==> src/rtl/uart_pkg.sv <==
// Shared definitions for the UART sharing logic: byte width, requester
// indices, the TX arbiter state encoding and a grant one-hot helper.
package uart_pkg;

    localparam int          DATA_W         = 8;
    localparam logic        REQ_CORE       = 1'b0;
    localparam logic        REQ_DBG        = 1'b1;
    localparam logic [31:0] UART_BASE_ADDR = 32'h4000_0000;

    typedef enum logic {
        ST_IDLE = 1'b0,
        ST_LOCK = 1'b1
    } tx_state_e;

    function automatic logic [1:0] req_onehot(input logic req);
        return (req == REQ_DBG) ? 2'b10 : 2'b01;
    endfunction

endpackage

==> src/rtl/uart_tx_arbiter_if.sv <==
// AXI4-stream style byte channel used for every stream around the arbiter.
//   master : drives tdata/tvalid/tlast, receives tready
//   slave  : receives tdata/tvalid/tlast, drives tready
interface uart_tx_arbiter_if;
    import uart_pkg::*;

    logic [DATA_W-1:0] tdata;
    logic              tvalid;
    logic              tlast;
    logic              tready;

    modport master (output tdata, output tvalid, output tlast, input tready);
    modport slave  (input tdata, input tvalid, input tlast, output tready);

endinterface

==> src/rtl/uart_rr_pick2.sv <==
// Two-way round-robin pick. The requester that did not own the last grant
// wins when it is valid; otherwise the only valid requester wins.
//   valid_i[1:0]  request valid per requester
//   last_grant_i  index of the previous owner
//   any_o         at least one request present
//   winner_o      index of the selected requester (meaningful when any_o)
module uart_rr_pick2
    import uart_pkg::*;
(
    input  logic [1:0] valid_i,
    input  logic       last_grant_i,
    output logic       any_o,
    output logic       winner_o
);

    logic other;

    assign other = ~last_grant_i;
    assign any_o = |valid_i;

    always_comb begin
        winner_o = REQ_CORE;
        if (valid_i[other]) begin
            winner_o = other;
        end else if (valid_i[last_grant_i]) begin
            winner_o = last_grant_i;
        end
    end

endmodule

==> src/rtl/uart_tx_arbiter.sv <==
// Shares one uart_controller byte stream between the CPU core (0) and the
// debug/loader (1).
//   TX: packet-locked round-robin of s0/s1 onto m through a registered byte
//       slot; a grant ends on TLAST or after MAX_BURST bytes.
//   RX: r is routed to rx0 or rx1; the owner follows rx_sel_i only while no
//       byte is pending on r.
// Ports
//   clk, rst_n   clock, synchronous active-low reset
//   s0, s1       requester TX byte streams (slave)
//   m            stream to UART_WRITE (master, registered)
//   r            stream from UART_READ (slave)
//   rx0, rx1     requester RX byte streams (master)
//   rx_sel_i     requested RX owner
//   grant_o      one-hot TX owner, 00 while idle
//   busy_o       TX locked or output byte still pending
//
// state   | meaning
// ST_IDLE | no owner; arbitrate among valid requesters
// ST_LOCK | owner in gnt_q forwards bytes until TLAST or burst cap
module uart_tx_arbiter
    import uart_pkg::*;
#(
    parameter int MAX_BURST = 16
) (
    input  logic                     clk,
    input  logic                     rst_n,
    uart_tx_arbiter_if.slave         s0,
    uart_tx_arbiter_if.slave         s1,
    uart_tx_arbiter_if.master        m,
    uart_tx_arbiter_if.slave         r,
    uart_tx_arbiter_if.master        rx0,
    uart_tx_arbiter_if.master        rx1,
    input  logic                     rx_sel_i,
    output logic [1:0]               grant_o,
    output logic                     busy_o
);

    localparam int               CNT_W     = (MAX_BURST > 1) ? $clog2(MAX_BURST) : 1;
    localparam logic [CNT_W-1:0] LAST_BEAT = CNT_W'(MAX_BURST - 1);

    tx_state_e         state_q, state_d;
    logic              gnt_q, gnt_d;
    logic              last_grant_q, last_grant_d;
    logic [CNT_W-1:0]  beat_cnt_q, beat_cnt_d;
    logic [DATA_W-1:0] m_tdata_q, m_tdata_d;
    logic              m_tvalid_q, m_tvalid_d;
    logic              m_tlast_q, m_tlast_d;
    logic              rx_owner_q, rx_owner_d;

    logic              pick_any, pick_winner;
    logic              sel_valid, sel_last;
    logic [DATA_W-1:0] sel_data;
    logic              slot_free, accept, release_gnt;

    uart_rr_pick2 u_pick (
        .valid_i      ({s1.tvalid, s0.tvalid}),
        .last_grant_i (last_grant_q),
        .any_o        (pick_any),
        .winner_o     (pick_winner)
    );

    assign sel_valid   = gnt_q ? s1.tvalid : s0.tvalid;
    assign sel_data    = gnt_q ? s1.tdata  : s0.tdata;
    assign sel_last    = gnt_q ? s1.tlast  : s0.tlast;
    // The slot takes a new byte when empty or emptying this cycle; this keeps
    // m.tvalid purely registered.
    assign slot_free   = (state_q == ST_LOCK) && (!m_tvalid_q || m.tready);
    assign accept      = slot_free && sel_valid;
    assign release_gnt = accept && (sel_last || (beat_cnt_q == LAST_BEAT));

    always_ff @(posedge clk) begin
        if (!rst_n) begin
            state_q      <= ST_IDLE;
            gnt_q        <= REQ_CORE;
            last_grant_q <= REQ_DBG;
            beat_cnt_q   <= '0;
            m_tdata_q    <= '0;
            m_tvalid_q   <= 1'b0;
            m_tlast_q    <= 1'b0;
            rx_owner_q   <= REQ_CORE;
        end else begin
            state_q      <= state_d;
            gnt_q        <= gnt_d;
            last_grant_q <= last_grant_d;
            beat_cnt_q   <= beat_cnt_d;
            m_tdata_q    <= m_tdata_d;
            m_tvalid_q   <= m_tvalid_d;
            m_tlast_q    <= m_tlast_d;
            rx_owner_q   <= rx_owner_d;
        end
    end

    always_comb begin
        state_d      = state_q;
        gnt_d        = gnt_q;
        last_grant_d = last_grant_q;
        beat_cnt_d   = beat_cnt_q;
        unique case (state_q)
            ST_IDLE: begin
                if (pick_any) begin
                    state_d    = ST_LOCK;
                    gnt_d      = pick_winner;
                    beat_cnt_d = '0;
                end
            end
            ST_LOCK: begin
                if (release_gnt) begin
                    state_d      = ST_IDLE;
                    last_grant_d = gnt_q;
                    beat_cnt_d   = '0;
                end else if (accept) begin
                    beat_cnt_d = beat_cnt_q + 1'b1;
                end
            end
            default: state_d = ST_IDLE;
        endcase
    end

    // Output slot drains independently of the FSM state.
    always_comb begin
        m_tdata_d  = m_tdata_q;
        m_tvalid_d = m_tvalid_q;
        m_tlast_d  = m_tlast_q;
        if (accept) begin
            m_tdata_d  = sel_data;
            m_tvalid_d = 1'b1;
            m_tlast_d  = sel_last;
        end else if (m_tvalid_q && m.tready) begin
            m_tvalid_d = 1'b0;
        end
    end

    always_comb begin
        s0.tready = slot_free && (gnt_q == REQ_CORE);
        s1.tready = slot_free && (gnt_q == REQ_DBG);
        grant_o   = (state_q == ST_LOCK) ? req_onehot(gnt_q) : 2'b00;
        busy_o    = (state_q == ST_LOCK) || m_tvalid_q;
    end

    assign m.tdata  = m_tdata_q;
    assign m.tvalid = m_tvalid_q;
    assign m.tlast  = m_tlast_q;

    // RX owner only moves between bytes so a pending byte is never rerouted.
    assign rx_owner_d = r.tvalid ? rx_owner_q : rx_sel_i;

    assign rx0.tdata  = r.tdata;
    assign rx0.tlast  = r.tlast;
    assign rx0.tvalid = r.tvalid && (rx_owner_q == REQ_CORE);
    assign rx1.tdata  = r.tdata;
    assign rx1.tlast  = r.tlast;
    assign rx1.tvalid = r.tvalid && (rx_owner_q == REQ_DBG);
    assign r.tready   = rx_owner_q ? rx1.tready : rx0.tready;

endmodule

==> src/flat_wrapper.sv <==
// flat-port wrapper written by rule: the top's interface ports become plain ports
module uart_tx_arbiter_flat import uart_pkg::*;
#(
    parameter int MAX_BURST = 16
)
  (clk, rst_n, rx_sel_i, grant_o, busy_o, s0_tdata, s0_tvalid, s0_tlast, s0_tready, s1_tdata, s1_tvalid, s1_tlast, s1_tready, m_tdata, m_tvalid, m_tlast, m_tready, r_tdata, r_tvalid, r_tlast, r_tready, rx0_tdata, rx0_tvalid, rx0_tlast, rx0_tready, rx1_tdata, rx1_tvalid, rx1_tlast, rx1_tready);
  uart_tx_arbiter_if s0_i ();
  uart_tx_arbiter_if s1_i ();
  uart_tx_arbiter_if m_i ();
  uart_tx_arbiter_if r_i ();
  uart_tx_arbiter_if rx0_i ();
  uart_tx_arbiter_if rx1_i ();
  input  logic clk;
  input  logic rst_n;
  input  logic rx_sel_i;
  output logic [1:0] grant_o;
  output logic busy_o;
  input wire logic [$bits(s0_i.tdata)-1:0] s0_tdata;
  input wire logic [$bits(s0_i.tvalid)-1:0] s0_tvalid;
  input wire logic [$bits(s0_i.tlast)-1:0] s0_tlast;
  output wire logic [$bits(s0_i.tready)-1:0] s0_tready;
  input wire logic [$bits(s1_i.tdata)-1:0] s1_tdata;
  input wire logic [$bits(s1_i.tvalid)-1:0] s1_tvalid;
  input wire logic [$bits(s1_i.tlast)-1:0] s1_tlast;
  output wire logic [$bits(s1_i.tready)-1:0] s1_tready;
  output wire logic [$bits(m_i.tdata)-1:0] m_tdata;
  output wire logic [$bits(m_i.tvalid)-1:0] m_tvalid;
  output wire logic [$bits(m_i.tlast)-1:0] m_tlast;
  input wire logic [$bits(m_i.tready)-1:0] m_tready;
  input wire logic [$bits(r_i.tdata)-1:0] r_tdata;
  input wire logic [$bits(r_i.tvalid)-1:0] r_tvalid;
  input wire logic [$bits(r_i.tlast)-1:0] r_tlast;
  output wire logic [$bits(r_i.tready)-1:0] r_tready;
  output wire logic [$bits(rx0_i.tdata)-1:0] rx0_tdata;
  output wire logic [$bits(rx0_i.tvalid)-1:0] rx0_tvalid;
  output wire logic [$bits(rx0_i.tlast)-1:0] rx0_tlast;
  input wire logic [$bits(rx0_i.tready)-1:0] rx0_tready;
  output wire logic [$bits(rx1_i.tdata)-1:0] rx1_tdata;
  output wire logic [$bits(rx1_i.tvalid)-1:0] rx1_tvalid;
  output wire logic [$bits(rx1_i.tlast)-1:0] rx1_tlast;
  input wire logic [$bits(rx1_i.tready)-1:0] rx1_tready;
  assign s0_i.tdata = s0_tdata;
  assign s0_i.tvalid = s0_tvalid;
  assign s0_i.tlast = s0_tlast;
  assign s0_tready = s0_i.tready;
  assign s1_i.tdata = s1_tdata;
  assign s1_i.tvalid = s1_tvalid;
  assign s1_i.tlast = s1_tlast;
  assign s1_tready = s1_i.tready;
  assign m_tdata = m_i.tdata;
  assign m_tvalid = m_i.tvalid;
  assign m_tlast = m_i.tlast;
  assign m_i.tready = m_tready;
  assign r_i.tdata = r_tdata;
  assign r_i.tvalid = r_tvalid;
  assign r_i.tlast = r_tlast;
  assign r_tready = r_i.tready;
  assign rx0_tdata = rx0_i.tdata;
  assign rx0_tvalid = rx0_i.tvalid;
  assign rx0_tlast = rx0_i.tlast;
  assign rx0_i.tready = rx0_tready;
  assign rx1_tdata = rx1_i.tdata;
  assign rx1_tvalid = rx1_i.tvalid;
  assign rx1_tlast = rx1_i.tlast;
  assign rx1_i.tready = rx1_tready;
  uart_tx_arbiter #(.MAX_BURST(MAX_BURST)) u_core (.clk(clk), .rst_n(rst_n), .s0(s0_i), .s1(s1_i), .m(m_i), .r(r_i), .rx0(rx0_i), .rx1(rx1_i), .rx_sel_i(rx_sel_i), .grant_o(grant_o), .busy_o(busy_o));
endmodule
==> config.mk <==
export PLATFORM = sky130hd
export DESIGN_NAME = uart_tx_arbiter_flat
export DESIGN_NICKNAME = d
export VERILOG_FILES = /design/src/rtl/uart_pkg.sv /design/src/rtl/uart_tx_arbiter_if.sv /design/src/rtl/uart_rr_pick2.sv /design/src/rtl/uart_tx_arbiter.sv /design/src/flat_wrapper.sv
export SDC_FILE = /design/constraint.sdc
export NUM_CORES = 1
export LEC_CHECK = 0
export CAP_MARGIN = 5
export CORE_ASPECT_RATIO = 0.9
export CORE_MARGIN = 10
export CORE_UTILIZATION = 35
export DETAILED_ROUTE_END_ITERATION = 10
export GPL_TIMING_DRIVEN = 0
export MAX_ROUTING_LAYER = met4
export PLACE_DENSITY = 0.86
export SLEW_MARGIN = 20
export SYNTH_ARGS = -nofsm -noshare
export SYNTH_HDL_FRONTEND = slang
export SYNTH_SLANG_ARGS = --single-unit
==> constraint.sdc <==
create_clock -name clk -period 1.95 [get_ports clk]
set_input_delay 0.195 -clock clk [delete_from_list [all_inputs] [get_ports clk]]
set_output_delay 0.195 -clock clk [all_outputs]
set_load 0.05 [all_outputs]
# Word level (Yosys, flattened, before mapping)
# Index checks and enable logic that the tools add are counted.
dict set report op_classes {
  order_cmp 2
  eq_ne 3
  n_reduce_logical 17
  bitwise 4
  n_addsub 1
  n_mux 21
}
# op count
set ops {}
lappend ops {{$mux 1} 13}
lappend ops {{$mux 4} 3}
lappend ops {{$logic_and 1x1->1} 8}
lappend ops {{$mux 8} 1}
lappend ops {{$pmux 4 s2} 1}
lappend ops {{$reduce_and 2->1} 3}
lappend ops {{$add 4x1->4 const B} 1}
lappend ops {{$eq 4x4->1 const B} 1}
lappend ops {{$lt 1x2->1 const B} 2}
lappend ops {{$mux 2} 2}
lappend ops {{$not 1->1} 4}
lappend ops {{$logic_or 1x1->1} 3}
lappend ops {{$ne 3x3->1 const B} 1}
lappend ops {{$ne 2x1->1 const B} 1}
lappend ops {{$pmux 1 s2} 1}
lappend ops {{$reduce_bool 2->1} 1}
lappend ops {{$reduce_or 2->1} 1}
lappend ops {{$logic_not 1->1} 1}
dict set report totals {
  output_inout_bits 36
  register_bits 18
  wordCells 56
  inputBits 36
}

# Logic depth before layout (Yosys ltp)
# Gate-level depths: netlist of run 1.
dict set report depth {
  word_depth 7
  ltp_mapped 6
  mapped_depth_nobuf 5
}

# By module
# Synthesis of run 1 repeated with hierarchy kept, for this count alone.
dict set report unflattened {
  hier_cells 113
  hier_area_um2 1069.8
}
# module instances area_each_um2 cells_per_inst
set by_module_without_submodules {}
lappend by_module_without_submodules {uart_tx_arbiter 1 1056.0 111}
lappend by_module_without_submodules {uart_rr_pick2 1 13.8 2}

# Least setup slack after synthesis of run 1
# OpenSTA, ideal clock, no wires.
dict set report synth_path {
  path_type {flip-flop to output port}
  startpoint {register u_core.m_tvalid_q (netlist: u_core.m.tvalid)}
  endpoint {output s0_tready}
  n_path_buf 0
  required_time_ps 1755
  setup_slack_ps 311
  arrival_time_ps 1444
  path_stages_with_launch 4
  cell_sequence {dfxtp_1 nand2b_1 nand2_1 nor2_1}
}
dict set report synth_via {
  elab_chain_cells 4
}
# element line
set synth_rtl {}
lappend synth_rtl {{start, declared} uart_tx_arbiter.sv:46} ;# logic m_tvalid_q, m_tvalid_d;
lappend synth_rtl {{start signal, assigned} uart_tx_arbiter.sv:87} ;# m_tvalid_q <= m_tvalid_d;
lappend synth_rtl {{$logic_not 1->1} uart_tx_arbiter.sv:67} ;# assign slot_free = (state_q == ST_LOCK) && (!m_tvalid_q || m.tready);
lappend synth_rtl {{$logic_or 1x1->1} uart_tx_arbiter.sv:67}
lappend synth_rtl {{$logic_and 1x1->1} uart_tx_arbiter.sv:67}
lappend synth_rtl {{$logic_and 1x1->1} uart_tx_arbiter.sv:134} ;# s0.tready = slot_free && (gnt_q == REQ_CORE);
lappend synth_rtl {{end, declared} flat_wrapper.sv:21} ;# output wire logic [$bits(s0_i.tready)-1:0] s0_tready;
# No other way between the ends.

# Worst setup path after layout of run 1
dict set report layout_path {
  startpoint {input r_tvalid}
  endpoint {output rx1_tvalid}
}
dict set report layout_via {
  elab_chain_cells 1
}
# element line
set layout_rtl {}
lappend layout_rtl {{start, declared} flat_wrapper.sv:31} ;# input wire logic [$bits(r_i.tvalid)-1:0] r_tvalid;
lappend layout_rtl {{$logic_and 1x1->1} uart_tx_arbiter.sv:152} ;# assign rx1.tvalid = r.tvalid && (rx_owner_q == REQ_DBG);
lappend layout_rtl {{end, declared} flat_wrapper.sv:39} ;# output wire logic [$bits(rx1_i.tvalid)-1:0] rx1_tvalid;
# No other way between the ends.

==> results of run 1 <==
[cell type report]
cell class                      instances  area share, %
Tap cell                               42          2.962
Sequential cell                        18          20.31
Timing Repair Buffer                   62          34.41
Buffer                                 24          9.379
Clock buffer                            4          2.045
Multi-Input combinational cell         73          30.47
Inverter                                2         0.4231
[cell usage after synthesis (all sizes together) (2+ instances only)]
cell / n
nor2: 2
and2: 3
clkbuf: 6
nand2: 14
nor2b: 3
buf: 19
mux2i: 10
nand3: 6
inv: 2
dfxtp: 18
o211a: 9
and3: 3
nand4: 2
a21boi: 3
mux2: 3
o21ai: 2
[stage by stage]
stage               hold slack (ns)  setup TNS [ns]  util (%)  total power [mW]
finish                       0.4976               0     59.23             1.109
floorplan                    0.3590               0         -            0.7134
detailed placement           0.4766         -0.4144     58.44            0.8898
global route                 0.5287               0     59.23             1.162
CTS                          0.4985               0     59.52             1.122
global placement             0.4596         -0.3796     58.44            0.8801
[how the worst min path moves through the flow]
stage / from / endpoint / depth (start not counted)
5_1_grt: u_core.beat_cnt_q[0] / u_core.beat_cnt_q[0] / 2
2_1_floorplan: s1_tvalid / u_core.state_q / 1
6_report: u_core.beat_cnt_q[0] / u_core.beat_cnt_q[0] / 2
3_5_place_dp: u_core.last_grant_q / u_core.last_grant_q / 2
3_3_place_gp: u_core.last_grant_q / u_core.last_grant_q / 2
4_1_cts: u_core.beat_cnt_q[0] / u_core.beat_cnt_q[0] / 2
[registers in the layout, summed over array words and instances, names as in the netlist]
| signal | flops |
|---|---|
| u_core.rx_owner_q | 1 |
| u_core.m.tvalid | 1 |
| u_core.gnt_q | 1 |
| u_core.m.tdata | 8 |
| u_core.m.tlast | 1 |
| u_core.last_grant_q | 1 |
| u_core.state_q | 1 |
| u_core.beat_cnt_q | 4 |
[kinds of logic (layout without fill, tap and decap cells)]
kind of cell             count (synthesis)  count (layout)
multiplexers                            13              13
adder cells (fa/ha/maj)                  1               1
flip-flops                              18              18
AND/OR/NAND/NOR                         39              39
AO/OA/AOI/OAI                           20              20
buffers and inverters                   27              92
[metal layers]
| layer | GRT usage [%] | up-vias |
|---|---|---|
| met5 | - | - |
| met4 | 4.771 | 0 |
| met3 | 7.882 | 4 |
| met2 | 18.80 | 76 |
| met1 | 11.89 | 479 |
| li1 | - | 532 |
[power groups by stage]
stage | sequential (mW) | clock [mW] | combinational (mW)
2_1_floorplan | 0.474 | 0 | 0.240
3_3_place_gp | 0.413 | 0 | 0.467
3_5_place_dp | 0.416 | 0 | 0.474
4_1_cts | 0.408 | 0.245 | 0.470
5_1_grt | 0.410 | 0.260 | 0.491
6_report | 0.407 | 0.238 | 0.463
[layout by cell type (no fill, tap or decap), drive strengths merged, types with 2 or more instances in the layout]
cell type      Yosys  final
clkdlybuf4s15      0      2
mux2i             10     10
nor2b              3      3
clkdlybuf4s50      0     56
clkbuf             6     12
and3               3      3
o211a              9      9
o21ai              2      2
a21boi             3      3
mux2               3      3
nand2             14     14
nor2               2      2
nand3              6      6
and2               3      3
dfxtp             18     18
nand4              2      2
buf               19     19
inv                2      2
[critical path: stages]
cell and delay (ns):
clkdlybuf4s50_1 0.49, and2_1 0.16, clkdlybuf4s50_1 0.82
[repair_timing]
action,4_1_cts,5_1_grt
endpoints found under the setup margin,5,5
resized for setup,10,8
cloned,0,0
==> flow_metrics.py, run 1 <==
metrics = {
    "run_status": {
        "status": "complete, no violations",
    },
    "critical_path": {
        "worstPathArrival_ns": 1.67,
        "r2r_slack_ns": 0.28,
        "cp_max_fo": 3,
        "r2r_cells": 5,
        "critPathRequiredTime_ns": 1.75,
        "crit_end": "rx1_tvalid",
        "critPathLaunchType": "primary input",
        "regToRegStartpoint": "u_core.gnt_q",
        "endpoint_kind": "primary output",
        "cp-startpoint": "r_tvalid",
        "crit_type": "primary input to primary output",
        "r2r-end": "u_core.m.tdata[6]",
    },
    "synthesis": {
        "yosys_warnings": 0,
        "synthXorXnorAreaFrac_pct": 0,
        "syn-num-nets": 155,
        "ys_seq_area_share_pct": 33.45,
        "syn_inst": 118,
        "synth_compound_area_share_pct": 16.84,
        "synthSimpleGateAreaFrac_pct": 19.05,
        "synth_seq_cells": 18,
        "synthArstFlopShare_pct": 0,
        "ys.flop_type": "dfxtp_1",
        "synth_area_leaders": "dfxtp_1 (33%), buf_4 (13%), mux2i_1 (9.3%), o211a_1 (8.4%), nand2_1 (4.9%)",
        "synth_top_family_by_area": "simple AND/OR/NAND/NOR gates",
        "synth_top_area_share_pct": 33.45,
        "yosys.area.top_type": "dfxtp_1",
        "yosysUniqueCellTypes": 33,
        "synth_mux_area_share_pct": 13.12,
        "synth_edf_count": 0,
        "syn_area_per_cell_um2": 9.130,
        "synth-adder-area-share_pct": 1.161,
        "syn_area_um2": 1077,
    },
    "final_layout": {
        "antennaDiodeCount": 0,
        "layout-drive-gt1-share_pct": 19.13,
        "area_delta_synth_final_pct": 64.69,
        "finalNonFillerCells": 225,
        "nNetsFinal": 221,
        "register_area_um2": 360.3,
        "final.fill_count": 267,
        "fin_area_um2": 1774,
        "multiInputGateArea_um2": 540.5,
    },
    "sta": {
        "skew_ns": 0.001411,
        "fin_ws_ns": 0.08506,
        "max_freq_mhz": 536.2,
        "fin_crit_ns": 1.865,
        "finalMaxSlewViolations": 0,
        "finalSetupViolations": 0,
        "max_slew_margin_pct": 64.54,
        "hold_violations": 0,
        "tightest_slew_ns": 0.5303,
        "rsz0062_at_grt": "no",
        "fin_crit_sh_pct": 95.64,
    },
    "route": {
        "wire_per_inst_um": 15.18,
        "drc_errors": 0,
        "wl_met3_um": 528,
        "viasPerCell": 4.849,
        "top_layer": "met4",
        "drtIter0Drc": 23,
        "m1WireLength_um": 1310,
        "ant_nets": 0,
        "first_pass_iters": 5,
        "wl_met2_um": 1541,
        "vias": 1091,
        "routed_wl_um": 3416,
    },
    "floorplan": {
        "dieWidth_um": 78.48,
        "rows": 19,
        "start_util_pct": 35.96,
        "boundaryPins": 72,
        "core_area_um2": 2995,
        "die_h_um": 72.63,
        "die-area_um2": 5700,
    },
    "job": {
        "cap_violations": 0,
    },
    "clock_network": {
        "cts_tree": "built",
        "cts_root_buf": "clkbuf_4",
        "cts_hold_buf": 0,
        "cts-buffers-inserted": 3,
        "cts_setup_buffers": 0,
        "clkTransAtPathRegs_ns": 0.11,
        "cts_sinks": 18,
        "clock_path_buffers": 2,
        "htree_num_levels": 1,
        "clk-insertion-delay-late_ns": 0.29,
    },
    "global_routing": {
        "grt_max_degree": 18,
        "grt_pass1_vias": 1163,
        "grt_pass1_wl_um": 5471,
        "track_usage_pct": 12.08,
        "grt_overflow_total": 0,
        "antenna_found_initial": 0,
    },
    "hold_path": {
        "hold_path_class": "register to register",
    },
    "placement": {
        "placed_cells_incl_taps": 222,
        "place_ws_ns": -0.1562,
        "dp.final_hpwl_um": 2900,
        "gp_congestion": 0.7607,
        "place_area_um2": 1750,
        "io_buffers": 62,
    },
    "pwr": {
        "powerDensity_nw_per_um2": 625.1,
        "peakVddDrop_mv": 0.4224,
        "seqPwrFrac_pct": 36.7,
        "p_leak_nw": 0.8053,
        "p_sw_share_pct": 36.97,
        "clockPowerShare_pct": 21.5,
        "p_sw_uw": 410.0,
        "p_comb_share_pct": 41.8,
        "internal_power_uw": 699.1,
    },
}
(Power assumes the default switching activity.)
==> run 2: changes to the inputs <==
--- a/config.mk
+++ b/config.mk
@@ -12,7 +12,7 @@
 export DETAILED_ROUTE_END_ITERATION = 10
 export GPL_TIMING_DRIVEN = 0
 export MAX_ROUTING_LAYER = met4
-export PLACE_DENSITY = 0.86
+export PLACE_DENSITY_LB_ADDON = 0.05
 export SLEW_MARGIN = 20
 export SYNTH_ARGS = -nofsm -noshare
 export SYNTH_HDL_FRONTEND = slang
==> flow_metrics.py, run 2 (synthesized netlist as in run 1, its figures left out) <==
metrics = {
    "final_layout": {
        "finalNonFillerCells": 225,
        "nNetsFinal": 221,
        "final_cell_mix": "clkdlybuf4s50_1 (56), buf_4 (18), dfxtp_1 (18)",
        "final.fill_count": 298,
        "largest_reg_flops": 8,
        "layout-drive-gt1-share_pct": 18.58,
        "area_delta_synth_final_pct": 63.41,
        "layout_commonest_cell": "clkdlybuf4s50_1",
        "antennaDiodeCount": 0,
    },
    "critical_path": {
        "crit_type": "primary input to primary output",
        "r2r-end": "u_core.m.tdata[7]",
        "critPathLaunchType": "primary input",
        "worstPathArrival_ns": 1.65,
        "r2r_cells": 5,
        "r2r_slack_ns": 0.25,
        "cp_max_fo": 3,
        "endpoint_kind": "primary output",
        "regToRegStartpoint": "u_core.gnt_q",
        "critPathRequiredTime_ns": 1.75,
    },
    "clock_network": {
        "clkTransAtPathRegs_ns": 0.11,
        "cts_hold_buf": 0,
        "htree_num_levels": 1,
        "clock_path_buffers": 2,
        "cts_tree": "built",
        "cts-buffers-inserted": 3,
        "cts_root_buf": "clkbuf_4",
        "cts_sinks": 18,
        "clk-insertion-delay-late_ns": 0.30,
    },
    "pwr": {
        "powerDensity_nw_per_um2": 626.8,
        "peakVddDrop_mv": 0.3734,
        "p_leak_nw": 0.8029,
    },
    "placement": {
        "dp.final_hpwl_um": 2765,
        "gp_congestion": 0.7184,
        "placed_cells_incl_taps": 222,
        "io_buffers": 62,
        "place_ws_ns": -0.1616,
    },
    "sta": {
        "max_slew_margin_pct": 65.34,
        "finalMaxSlewViolations": 0,
        "skew_ns": 0.003417,
        "hold_violations": 0,
        "finalSetupViolations": 0,
        "rsz0062_at_grt": "no",
        "max_freq_mhz": 543.0,
        "tightest_slew_ns": 0.5183,
        "fin_crit_ns": 1.842,
        "fin_crit_sh_pct": 94.44,
        "fin_ws_ns": 0.1085,
    },
    "floorplan": {
        "start_util_pct": 35.96,
        "die-area_um2": 5700,
        "rows": 19,
        "die_h_um": 72.63,
        "dieWidth_um": 78.48,
        "boundaryPins": 72,
        "core_area_um2": 2995,
    },
    "global_routing": {
        "grt_pass1_wl_um": 5368,
        "grt_max_degree": 18,
        "grt_util_met1_pct": 12.15,
        "track_usage_pct": 11.73,
        "grt_pass1_vias": 1098,
        "antenna_found_initial": 0,
        "grt_overflow_total": 0,
        "grt_busiest_layer": "met2",
        "use_met2_pct": 20.53,
        "met3_usage_pct": 4.557,
    },
    "run_status": {
        "status": "complete, no violations",
    },
    "route": {
        "wire_per_inst_um": 14.60,
        "vias": 1056,
        "drc_errors": 0,
        "ant_nets": 0,
        "drtIter0Drc": 88,
        "first_pass_iters": 4,
        "routed_wl_um": 3284,
        "viasPerCell": 4.693,
    },
    "job": {
        "cap_violations": 0,
    },
    "hold_path": {
        "hold_path_class": "register to register",
        "worstHoldStart": "u_core.last_grant_q",
        "whs_path_depth": 2,
        "worstHoldEndpoint": "u_core.last_grant_q",
    },
}
run 2: where the power goes:
part	leakage, nW	total [mW]	internal, mW	switching (mW)
combinational	0.634	0.459	0.191	0.268
clock	0.0210	0.239	0.114	0.125
sequential	0.148	0.406	0.392	0.0143
total	0.803	1.10	0.697	0.407
run 2: what timing repair did:
item | in CTS | in global routing
endpoints found under the setup margin | 5 | 6
pin swaps | 0 | 0
buffers inserted | 0 | 0
gates resized for setup | 6 | 10
run 2: layout make-up:
| cell class | instances | area (um^2) | area share, % |
|---|---|---|---|
| inverters | 2 | 7.507 | 0.4264 |
| plain buffers | 24 | 165.2 | 9.382 |
| flip-flops and latches | 18 | 360.3 | 20.47 |
| well taps | 42 | 52.55 | 2.985 |
| repair buffers | 62 | 598.1 | 33.97 |
| clock buffers | 4 | 36.28 | 2.061 |
| multi-input cells | 73 | 540.5 | 30.70 |
run 2: critical path, stage by stage:
cell and delay [ns]:
clkdlybuf4s50_1 0.49, and2_1 0.15, clkdlybuf4s50_1 0.81
run 2: routing by layer:
layer / vias to the layer above / part of all wire, %
li1: 529 / -
met1: 486 / 40
met2: 39 / 52
met3: 2 / 7.4
met4: 0 / 0.52
met5: - / 0
run 2: worst max path at each step:
stage | from | endpoint | slack [ns] | depth (start not counted)
3_3_place_gp | u_core.gnt_q | s1_tready | -0.15 | 4
2_1_floorplan | u_core.m.tvalid | s0_tready | 0.31 | 3
3_5_place_dp | u_core.gnt_q | s1_tready | -0.16 | 4
4_1_cts | u_core.state_q | s0_tready | 0.004 | 4
5_1_grt | u_core.rx_owner_q | rx1_tvalid | 0.06 | 2
6_report | r_tvalid | rx1_tvalid | 0.11 | 3
run 2: metrics by stage:
stage / setup TNS [ns] / total power, mW / utilization [%] / cell area (um^2) / hold slack, ns
floorplan: 0 / 0.7134 / - / 1077 / 0.3590
global placement: -0.3675 / 0.8817 / 58.44 / 1750 / 0.4602
detailed placement: -0.3962 / 0.8873 / 58.44 / 1750 / 0.4643
CTS: 0 / 1.117 / 59.36 / 1778 / 0.4917
global route: 0 / 1.162 / 58.77 / 1760 / 0.5212
finish: 0 / 1.104 / 58.77 / 1760 / 0.4905
==> run 3: changes to the inputs <==
--- a/config.mk
+++ b/config.mk
@@ -7,7 +7,6 @@
 export LEC_CHECK = 0
 export CAP_MARGIN = 5
 export CORE_ASPECT_RATIO = 0.9
-export CORE_MARGIN = 10
 export CORE_UTILIZATION = 35
 export DETAILED_ROUTE_END_ITERATION = 10
 export GPL_TIMING_DRIVEN = 0
==> flow_metrics.py, run 3 (synthesized netlist as in run 1, its figures left out) <==
metrics = {
    "clock_network": {
        "cts_tree": "built",
        "clk-insertion-delay-late_ns": 0.30,
        "clkTransAtPathRegs_ns": 0.10,
        "htree_num_levels": 1,
        "clock_path_buffers": 2,
        "cts_setup_buffers": 0,
        "cts-buffers-inserted": 3,
        "cts_sinks": 18,
        "cts_root_buf": "clkbuf_4",
    },
    "critical_path": {
        "crit_type": "primary input to primary output",
        "cp_max_fo": 3,
        "cpMostUsedCell": "clkdlybuf4s50_1",
        "critPathRequiredTime_ns": 1.75,
        "path_cells": "clkdlybuf4s50_1, and2_1, clkdlybuf4s50_1",
        "worstPathArrival_ns": 1.63,
        "slowest_stage": "clkdlybuf4s50_1",
        "max_stage_delay_ns": 0.80,
        "endpoint_kind": "primary output",
        "path_delay_family": "buffers and inverters",
        "critPathLaunchType": "primary input",
        "cp_num_buf_inv": 2,
    },
    "sta": {
        "fin_crit_sh_pct": 93.73,
        "finalSetupViolations": 0,
        "fin_crit_ns": 1.828,
        "holdWs_ns": 0.4886,
        "tightest_slew_ns": 0.5138,
        "max_slew_margin_pct": 65.64,
        "finalMaxSlewViolations": 0,
        "fin_ws_ns": 0.1222,
        "hold_violations": 0,
        "rsz0062_at_grt": "no",
        "max_freq_mhz": 547.1,
        "skew_ns": 0.004299,
    },
    "final_layout": {
        "layout-drive-gt1-share_pct": 18.58,
        "final_cell_mix": "clkdlybuf4s50_1 (56), buf_4 (18), dfxtp_1 (18)",
        "layout_commonest_cell": "clkdlybuf4s50_1",
        "area_delta_synth_final_pct": 63.18,
        "final.fill_count": 259,
        "antennaDiodeCount": 0,
        "largest_reg_flops": 8,
        "nNetsFinal": 221,
    },
    "global_routing": {
        "antenna_found_initial": 0,
        "grt_max_degree": 18,
        "grt_pass1_wl_um": 4153,
        "track_usage_pct": 17.37,
        "grt_overflow_total": 0,
        "grt_pass1_vias": 986,
    },
    "route": {
        "first_pass_iters": 4,
        "drc_errors": 0,
        "wire_per_inst_um": 11.99,
        "ant_nets": 0,
        "viasPerCell": 4.857,
        "routed_wl_um": 2673,
        "vias": 1083,
        "drtIter0Drc": 13,
    },
    "floorplan": {
        "rows": 18,
        "boundaryPins": 72,
        "dieWidth_um": 60.48,
        "die-area_um2": 3304,
        "start_util_pct": 37.96,
        "core_area_um2": 2838,
        "die_h_um": 54.63,
    },
    "placement": {
        "place_ws_ns": -0.1592,
        "io_buffers": 62,
        "gp_congestion": 0.7441,
        "dp.final_hpwl_um": 2150,
    },
    "pwr": {
        "powerDensity_nw_per_um2": 624.3,
        "p_leak_nw": 0.8029,
        "peakVddDrop_mv": 0.4258,
    },
    "run_status": {
        "status": "complete, no violations",
    },
    "job": {
        "cap_violations": 0,
    },
    "hold_path": {
        "hold_path_class": "register to register",
    },
}
[run 3: worst paths after layout]
path | startpoint | to | slack [ns] | cells past startpoint
setup / recovery | r_tvalid | rx1_tvalid | 0.12 | 3
hold / removal | u_core.last_grant_q | u_core.last_grant_q | 0.49 | 2
setup reg to reg | u_core.gnt_q | u_core.beat_cnt_q[2] | 0.24 | 5
hold reg to reg | u_core.last_grant_q | u_core.last_grant_q | 0.49 | 2
[run 3: cell type report]
class,count,area (um^2),area share [%]
tap,40,50.05,2.847
multi-input combinational,73,540.5,30.75
timing repair buffer,62,598.1,34.02
clock buffer,4,36.28,2.064
inverter,2,7.507,0.4270
sequential,18,360.3,20.50
buffer,24,165.2,9.395
[run 3: metal layers]
| layer | GRT usage [%] | wire [um] | up-vias |
|---|---|---|---|
| li1 | - | - | 529 |
| met1 | 19.40 | 1098 | 506 |
| met2 | 31.14 | 1401 | 46 |
| met3 | 5.201 | 159 | 2 |
| met4 | 3.030 | 13 | 0 |
| met5 | - | 0 | - |
[run 3: stage by stage]
step	total power, mW	instances	TNS (ns)	cell area (um^2)	utilization, %
global placement	0.8764	220	-0.3424	1748	61.60
floorplan	0.7134	118	0	1077	-
global route	1.150	223	0	1758	61.95
finish	1.098	223	0	1758	61.95
CTS	1.109	223	0	1775	62.57
detailed placement	0.8827	220	-0.4059	1748	61.60
[run 3: report_power, final]
group / switching, mW / internal [mW] / total, mW / leakage, nW
Clock: 0.121 / 0.114 / 0.235 / 0.0210
Combinational: 0.266 / 0.191 / 0.456 / 0.634
Sequential: 0.0141 / 0.392 / 0.406 / 0.148
[run 3: tightest hold or removal path, delay by kind of cell (launching register included)]
| kind | cells | cell delay [ns] |
|---|---|---|
| AND/OR/NAND/NOR | 1 | 0.06 |
| flip-flops | 1 | 0.34 |
| multiplexers | 1 | 0.07 |
[run 3: timing repair]
action	4_1_cts	5_1_grt
endpoints found under the setup margin	5	6
resized for setup	6	10
pin swaps	0	0
hold buffers	0	0
